`config.mk`:
```
export PLATFORM = sky130hd
export DESIGN_NAME = req_encoder_16_4
export DESIGN_NICKNAME = d
export VERILOG_FILES = /design/src/rtl/req_encoder_16_4.sv
export SDC_FILE = /design/constraint.sdc
export NUM_CORES = 1
export LEC_CHECK = 0
export BUFFER_PORTS_ARGS = -buffer_cell sky130_fd_sc_hd__buf_2
export CORE_UTILIZATION = 30
export CTS_CLUSTER_DIAMETER = 30
export CTS_CLUSTER_SIZE = 20
export DETAILED_ROUTE_END_ITERATION = 16
export GPL_ROUTABILITY_DRIVEN = 1
export GPL_TIMING_DRIVEN = 1
export PLACE_DENSITY = 0.7
export REMOVE_ABC_BUFFERS = 1
export SYNTH_ARGS = -nofsm -noshare
export SYNTH_HDL_FRONTEND = slang
export SYNTH_SLANG_ARGS = --single-unit
```
`constraint.sdc`:
```
create_clock -name clk -period 2.5 [get_ports clk]
set_input_delay 0.25 -clock clk [delete_from_list [all_inputs] [get_ports clk]]
set_output_delay 0.25 -clock clk [all_outputs]
set_load 0.01 [all_outputs]
```
`src/rtl/req_encoder_16_4.sv`:
```
// 16:4 request encoder with valid/ready grant handshake and one-hot line acknowledge.
// Define REQ_ENC_ROUND_ROBIN_EN for round-robin selection; otherwise lowest index wins.
module req_encoder_16_4 (
  input  logic        clk,
  input  logic        rst,
  input  logic [15:0] req,
  input  logic        ready,
  output logic        valid,
  output logic [3:0]  id,
  output logic [15:0] line_ack,
  output logic        dbg_state
);

  // Handshake: a grant transfers on any rising edge where valid && ready;
  // id is held stable while valid is high and valid only drops on transfer or rst.
  typedef enum logic {
    ST_IDLE  = 1'b0,
    ST_GRANT = 1'b1
  } state_t;

  state_t      r_state;
  logic        r_valid;
  logic [3:0]  r_id;
  logic        w_hs;
  logic [3:0]  w_sel;

`ifdef REQ_ENC_ROUND_ROBIN_EN
  logic [3:0]  r_ptr;
  logic [3:0]  w_idx;
  logic        w_found;

  // Scan upward from the pointer with natural 4-bit wrap from 15 to 0.
  always_comb begin
    w_sel   = r_ptr;
    w_idx   = '0;
    w_found = 1'b0;
    for (int k = 0; k < 16; k++) begin
      w_idx = r_ptr + 4'(k);
      if (!w_found && req[w_idx]) begin
        w_found = 1'b1;
        w_sel   = w_idx;
      end
    end
  end
`else
  // Descending scan so the lowest set index is the last assignment.
  always_comb begin
    w_sel = '0;
    for (int k = 15; k >= 0; k--) begin
      if (req[k]) w_sel = 4'(k);
    end
  end
`endif

  assign w_hs = r_valid & ready;

  always_ff @(posedge clk) begin
    if (rst) begin
      r_state <= ST_IDLE;
      r_valid <= 1'b0;
      r_id    <= 4'h0;
`ifdef REQ_ENC_ROUND_ROBIN_EN
      r_ptr   <= 4'h0;
`endif
    end else begin
      case (r_state)
        ST_IDLE: begin
          if (|req) begin
            r_id    <= w_sel;
            r_valid <= 1'b1;
            r_state <= ST_GRANT;
          end
        end
        ST_GRANT: begin
          // Request changes are ignored here; the IDLE bubble resamples req.
          if (w_hs) begin
            r_valid <= 1'b0;
            r_state <= ST_IDLE;
`ifdef REQ_ENC_ROUND_ROBIN_EN
            r_ptr   <= r_id + 4'h1;
`endif
          end
        end
        default: begin
          r_state <= ST_IDLE;
          r_valid <= 1'b0;
        end
      endcase
    end
  end

  assign valid     = r_valid;
  assign id        = r_id;
  assign line_ack  = w_hs ? (16'h0001 << r_id) : 16'h0000;
  assign dbg_state = r_state;

endmodule

```
==> impl_metrics.env, run 1 <==
export IMPL_critical_r2r_launch="dbg_state"
export IMPL_clkLatencyLatePin_ns=0.24
export IMPL_ys_warn_count=0
export IMPL_gp_congestion=0.787
export IMPL_drc_errors=12
export IMPL_finalCriticalPeriod_ns=1.63
export IMPL_postCtsSetupBuffers=0
export IMPL_antenna_cells_inserted=0
export IMPL_dieWidth_um=43.5
export IMPL_ios=41
export IMPL_clk_root_buffer_cell="clkbuf_4"
export IMPL_startpoint_type="register"
export IMPL_grtUsageTotal_pct=17.1
export IMPL_rsz0062_at_grt="no"
export IMPL_finalCritPeriodShare_pct=65.1
export IMPL_worstMarginPinSlew_ns=0.477
export IMPL_cellLeakagePower_nw=0.374
export IMPL_worst_r2r_path_depth=3
export IMPL_max_cap_violations=0
export IMPL_layout_cells_non_filler=134
export IMPL_clk_path_buf_depth=2
export IMPL_timing_hold_violations_final=0
export IMPL_final_util_pct=48.6
export IMPL_num_vias=725
export IMPL_placement_io_buffers=40
export IMPL_postRouteAntennaNets=0
export IMPL_dr_pass1_iters=10
export IMPL_number_of_buffers_inserted_during_clock_tree_synthesis=3
export IMPL_clock_edge_transition_at_the_registers_on_the_reported_setup_and_hold_paths_ns=0.04
export IMPL_irDropWorstVdd_v=0.000146
export IMPL_first_global_vias=598
export IMPL_mappedNetlistArea_um2=515
export IMPL_hold_path_startpoint="req[0]"
export IMPL_synth_top_cells_by_area="dfxtp_1, nor2_1, a21oi_1"
export IMPL_floorplan_die_height_um=43.5
export IMPL_stdcell_area_um2=758
export IMPL_synth_largest_type_area_fraction_pct=23.3
export IMPL_regToRegSetupSlack_ns=1.36
export IMPL_synth_largest_area_cell="dfxtp_1"
export IMPL_netlist_cell_type_count=22
export IMPL_num_nets_final=139
export IMPL_end_kind="output port"
export IMPL_final_max_slew_violation_count=0
export IMPL_drt_wirelength_per_cell_um=10.5
export IMPL_pre_cts_slack_ns=1.05
export IMPL_setup_violating_endpoint_count_in_the_final_report=0
export IMPL_design_core_area_mm2=0.00156
export IMPL_maxSlewHeadroom_pct=67.9
export IMPL_via_per_inst=5.41
export IMPL_detailedPlacementHpwl_um=1210
export IMPL_outcome="finished with violations"
export IMPL_whs_endpoint="id[0]"
export IMPL_floorplan_rows=14
export IMPL_timing_rr_end="id[0]"
export IMPL_clock_tree_htree_level_count=1
export IMPL_tritoncts="done"
export IMPL_postSynthCellCount=75
export IMPL_area_growth_syn_to_layout_pct=47.1
export IMPL_hold_buffers=0
export IMPL_antenna_found_initial=0
export IMPL_die_area_mm2=0.00189
export IMPL_grt_start_max_net_pins=10
export IMPL_cts_repair_resized=0
export IMPL_power_density_mw_per_mm2=367
export IMPL_timing_worst_setup_path_type="reg2out"
export IMPL_synth_area_per_cell_um2=6.87
export IMPL_yosysSeqAreaShare_pct=23.3
export IMPL_floorplan_initialDensity_pct=33.1
export IMPL_cts_sink_count=6
export IMPL_worst_ep_required_time_ns=2.25
export IMPL_worst_hold_slack_ns=0.239
export IMPL_layout_drive_gt1_share_pct=42.4
export IMPL_p_total_uw=278
export IMPL_min_path_type="in2reg"
export IMPL_min_delay_path_depth=2
export IMPL_number_of_storage_elements_in_the_synthesis_netlist=6
export IMPL_timing_setup_tns_ns=0
export IMPL_dpl_instance_area_um2=736
export IMPL_finalWorstSetupSlack_ns=0.872
export IMPL_layout_filler_cells=172
export IMPL_achievable_frequency_mhz=614
export IMPL_dp_cells=131
export IMPL_grt_overflow_total=0
export IMPL_worstPathArrival_ns=1.38
export IMPL_skew_ns=0.00106
export IMPL_violations="DRC"
export IMPL_wirelength_um=1410
export IMPL_worst_path_max_fanout=4
export IMPL_drtIter0Drc=17
export IMPL_grt_first_pass_wirelength_um=2360
==> worst max path at each step <==
| stage | start | to | slack, ns |
|---|---|---|---|
| 2_1_floorplan | valid | line_ack[0] | 1.12 |
| 3_3_place_gp | req[11] | id[0] | 1.10 |
| 3_5_place_dp | req[4] | id[0] | 1.05 |
| 4_1_cts | valid | line_ack[0] | 0.86 |
| 5_1_grt | valid | line_ack[0] | 0.76 |
| 6_report | valid | line_ack[0] | 0.87 |
==> worst max-delay path: stages (launching register included) <==
cell     delay [ns]
dfxtp_1        0.36
nand2_1        0.11
or3_1          0.37
nor3_1         0.14
buf_2          0.15
==> power breakdown <==
part           leakage (nW)  switching, mW  internal (mW)
combinational         0.311         0.0416         0.0345
sequential           0.0496         0.0114          0.103
clock                0.0138         0.0336         0.0542
==> logic make-up (layout without fill, tap and decap cells) <==
logic type,after synthesis,in the layout,synth area share [%]
compound gates,17,17,23.8
buf+inv,1,44,0.727
flops,6,6,23.3
simple gates,51,51,52.2
==> cell usage in the layout (no fill, tap or decap), types with 2 or more instances in the layout <==
cell / instances
a21oi_1: 8
buf_2: 40
clkbuf_4: 3
dfxtp_1: 6
nand2_1: 7
nand2b_1: 3
nand3b_1: 2
nor2_1: 21
nor3_1: 6
nor4_1: 2
nor4_2: 3
o31ai_1: 4
or3_1: 2
==> synthesized netlist by cell type (all sizes together) <==
master   instances
a2111oi          1
a21oi            8
a31o             1
a41o             1
and2b            1
dfxtp            6
inv              1
nand2            7
nand2b           3
nand3b           2
nand4            1
nor2            21
nor2b            1
nor3             6
nor3b            1
nor4             5
o21bai           1
o31ai            4
o41ai            1
or2b             1
or3              2
==> area by class of cell <==
| type | count | area [µm²] | share of cell area (%) |
|---|---|---|---|
| multi-input cells | 68 | 392 | 51.7 |
| repair buffers | 40 | 200 | 26.4 |
| inverters | 1 | 3.75 | 0.495 |
| clock buffers | 3 | 22.5 | 2.97 |
| flip-flops and latches | 6 | 120 | 15.8 |
| well taps | 16 | 20.0 | 2.64 |
==> routing by layer <==
layer,share of wire (%),GRT usage [%]
met2,47,30.6
met3,7.7,4.58
met5,0,0
met1,43,17.3
met4,1.8,11.3
==> flip-flops by register name, summed over array words and instances (netlist names) <==
signal     count
dbg_state      1
id             4
valid          1
Power figures use the tool's default switching activity.
==> inputs of run 2 (changes only) <==
--- a/config.mk
+++ b/config.mk
@@ -12,7 +12,7 @@
 export DETAILED_ROUTE_END_ITERATION = 16
 export GPL_ROUTABILITY_DRIVEN = 1
 export GPL_TIMING_DRIVEN = 1
-export PLACE_DENSITY = 0.7
+export PLACE_DENSITY = 0.72
 export REMOVE_ABC_BUFFERS = 1
 export SYNTH_ARGS = -nofsm -noshare
 export SYNTH_HDL_FRONTEND = slang
==> constraint.sdc (replaced) <==
create_clock -name clk -period 1.4 [get_ports clk]
set_input_delay 0.14 -clock clk [delete_from_list [all_inputs] [get_ports clk]]
set_output_delay 0.14 -clock clk [all_outputs]
set_load 0.01 [all_outputs]
==> run 2 against run 1 <==
Compared with the run above:
- the run ends with DRC, setup timing left
- wire length up 4.3%
- clock power up 72%
- non-clock buffer count up 5
==> impl_metrics.env, run 2 (same netlist as run 1, synthesis figures left out) <==
export IMPL_layout_cells_non_filler=139
export IMPL_hold_buffers=0
export IMPL_clkLatencyLatePin_ns=0.24
export IMPL_postRouteAntennaNets=0
export IMPL_number_of_buffers_inserted_during_clock_tree_synthesis=3
export IMPL_finalCriticalPeriod_ns=1.40
export IMPL_timing_worst_setup_path_type="reg2out"
export IMPL_wirelength_um=1470
export IMPL_num_nets_final=144
export IMPL_stdcell_area_um2=816
export IMPL_startpoint_type="register"
export IMPL_end_kind="output port"
export IMPL_final_cell_mix="buf_2, nor2_1, a21oi_1"
export IMPL_detailedPlacementHpwl_um=1170
export IMPL_tritoncts="done"
export IMPL_clk_path_buf_depth=2
export IMPL_gp_congestion=0.798
export IMPL_largest_delay_share_family_worst_path="simple AND/OR/NAND/NOR gates"
export IMPL_clock_edge_transition_at_the_registers_on_the_reported_setup_and_hold_paths_ns=0.04
export IMPL_max_cap_violations=0
export IMPL_grtUsageTotal_pct=15.5
export IMPL_worst_path_largest_cell_delay_ns=0.35
export IMPL_via_per_inst=5.32
export IMPL_grt_first_pass_wirelength_um=2190
export IMPL_slowest_stage="or3_4"
export IMPL_maxSlewHeadroom_pct=65.6
export IMPL_timing_hold_violations_final=0
export IMPL_irDropWorstVdd_v=0.000309
export IMPL_antenna_found_initial=0
export IMPL_dieWidth_um=43.5
export IMPL_die_area_mm2=0.00189
export IMPL_floorplan_initialDensity_pct=33.1
export IMPL_timing_rr_end="id[0]"
export IMPL_grt_start_max_net_pins=10
export IMPL_power_density_mw_per_mm2=624
export IMPL_floorplan_rows=14
export IMPL_largest_register_ff_count=4
export IMPL_whs_endpoint="id[0]"
export IMPL_placement_io_buffers=40
export IMPL_worst_ep_required_time_ns=1.26
export IMPL_outcome="finished with violations"
export IMPL_finalCritPeriodShare_pct=100
export IMPL_area_growth_syn_to_layout_pct=58.3
export IMPL_rsz0062_at_grt="yes"
export IMPL_cts_sink_count=6
export IMPL_worstPathCellList="nand2_4 > or3_4 > nor3_2 > buf_2"
export IMPL_clock_tree_htree_level_count=1
export IMPL_first_global_vias=560
export IMPL_final_util_pct=52.3
export IMPL_ios=41
export IMPL_floorplan_die_height_um=43.5
export IMPL_dp_cells=133
export IMPL_layout_filler_cells=155
export IMPL_design_core_area_mm2=0.00156
export IMPL_setup_violating_endpoint_count_in_the_final_report=1
export IMPL_worstMarginPinSlew_ns=0.511
export IMPL_drt_wirelength_per_cell_um=10.5
export IMPL_min_delay_path_depth=2
export IMPL_antenna_cells_inserted=0
export IMPL_dpl_instance_area_um2=751
export IMPL_final_max_slew_violation_count=0
export IMPL_worstPathArrival_ns=1.26
export IMPL_p_total_uw=509
export IMPL_regToRegSetupSlack_ns=0.26
export IMPL_achievable_frequency_mhz=714
export IMPL_finalWorstSetupSlack_ns=-0.00102
export IMPL_skew_ns=0.000566
export IMPL_min_path_type="in2reg"
export IMPL_violations="DRC, setup timing"
export IMPL_drtIter0Drc=19
export IMPL_timing_critical_path_buf_inv=1
export IMPL_hold_path_startpoint="req[0]"
export IMPL_timing_setup_tns_ns=-0.00102
export IMPL_dr_pass1_iters=10
export IMPL_critical_r2r_launch="dbg_state"
export IMPL_clk_root_buffer_cell="clkbuf_4"
export IMPL_worst_path_max_fanout=4
export IMPL_num_vias=740
export IMPL_cellLeakagePower_nw=0.409
export IMPL_grt_overflow_total=0
export IMPL_worst_r2r_path_depth=3
export IMPL_mostFrequentLayoutCell="buf_2"
export IMPL_layout_drive_gt1_share_pct=48.8
export IMPL_drc_errors=10
-- run 2: repair_timing --
| action | 4_1_cts | 5_1_grt |
|---|---|---|
| buffers inserted | 1 | 2 |
| gates resized for setup | 4 | 2 |
| pin swaps | 0 | 2 |
| endpoints found under the setup margin | 4 | 5 |
| hold endpoints to repair | 0 | 0 |
-- run 2: cell type report --
class | instances | area (µm²) | area share (%)
clock buffer | 3 | 22.5 | 2.76
inverter | 1 | 3.75 | 0.460
multi-input combinational | 68 | 409 | 50.2
sequential | 6 | 123 | 15.0
tap | 16 | 20.0 | 2.45
timing repair buffer | 45 | 238 | 29.1
-- run 2: per-stage QoR --
step / hold slack [ns] / setup WS, ns
after global placement: 0.374 / 0.111
after floorplan: 0.209 / 0.126
after detailed placement: 0.384 / 0.0928
after global routing: 0.120 / -0.0606
final: 0.136 / -0.00102
after CTS: 0.132 / 0.000718
-- run 2: power breakdown --
part           internal [mW]  switching (mW)
sequential             0.185          0.0196
clock                 0.0964          0.0547
combinational         0.0726          0.0809
total                  0.354           0.155
-- run 2: how the worst max path moves through the flow --
stage / startpoint / endpoint / slack [ns] / depth (start not counted)
finish: valid / line_ack[0] / -0.001 / 4
detailed placement: req[11] / id[0] / 0.09 / 5
global route: valid / line_ack[0] / -0.06 / 4
global placement: req[11] / id[0] / 0.11 / 5
CTS: valid / line_ack[0] / 0.0007 / 4
floorplan: valid / line_ack[0] / 0.13 / 3
-- run 2: per-layer routing --
layer | GRT usage [%] | up-vias | share of wire (%)
li1 | - | 378 | -
met1 | 16.5 | 318 | 43
met2 | 28.2 | 42 | 46
met3 | 1.67 | 2 | 9.5
met4 | 11.3 | 0 | 1.3
met5 | 0 | - | 0
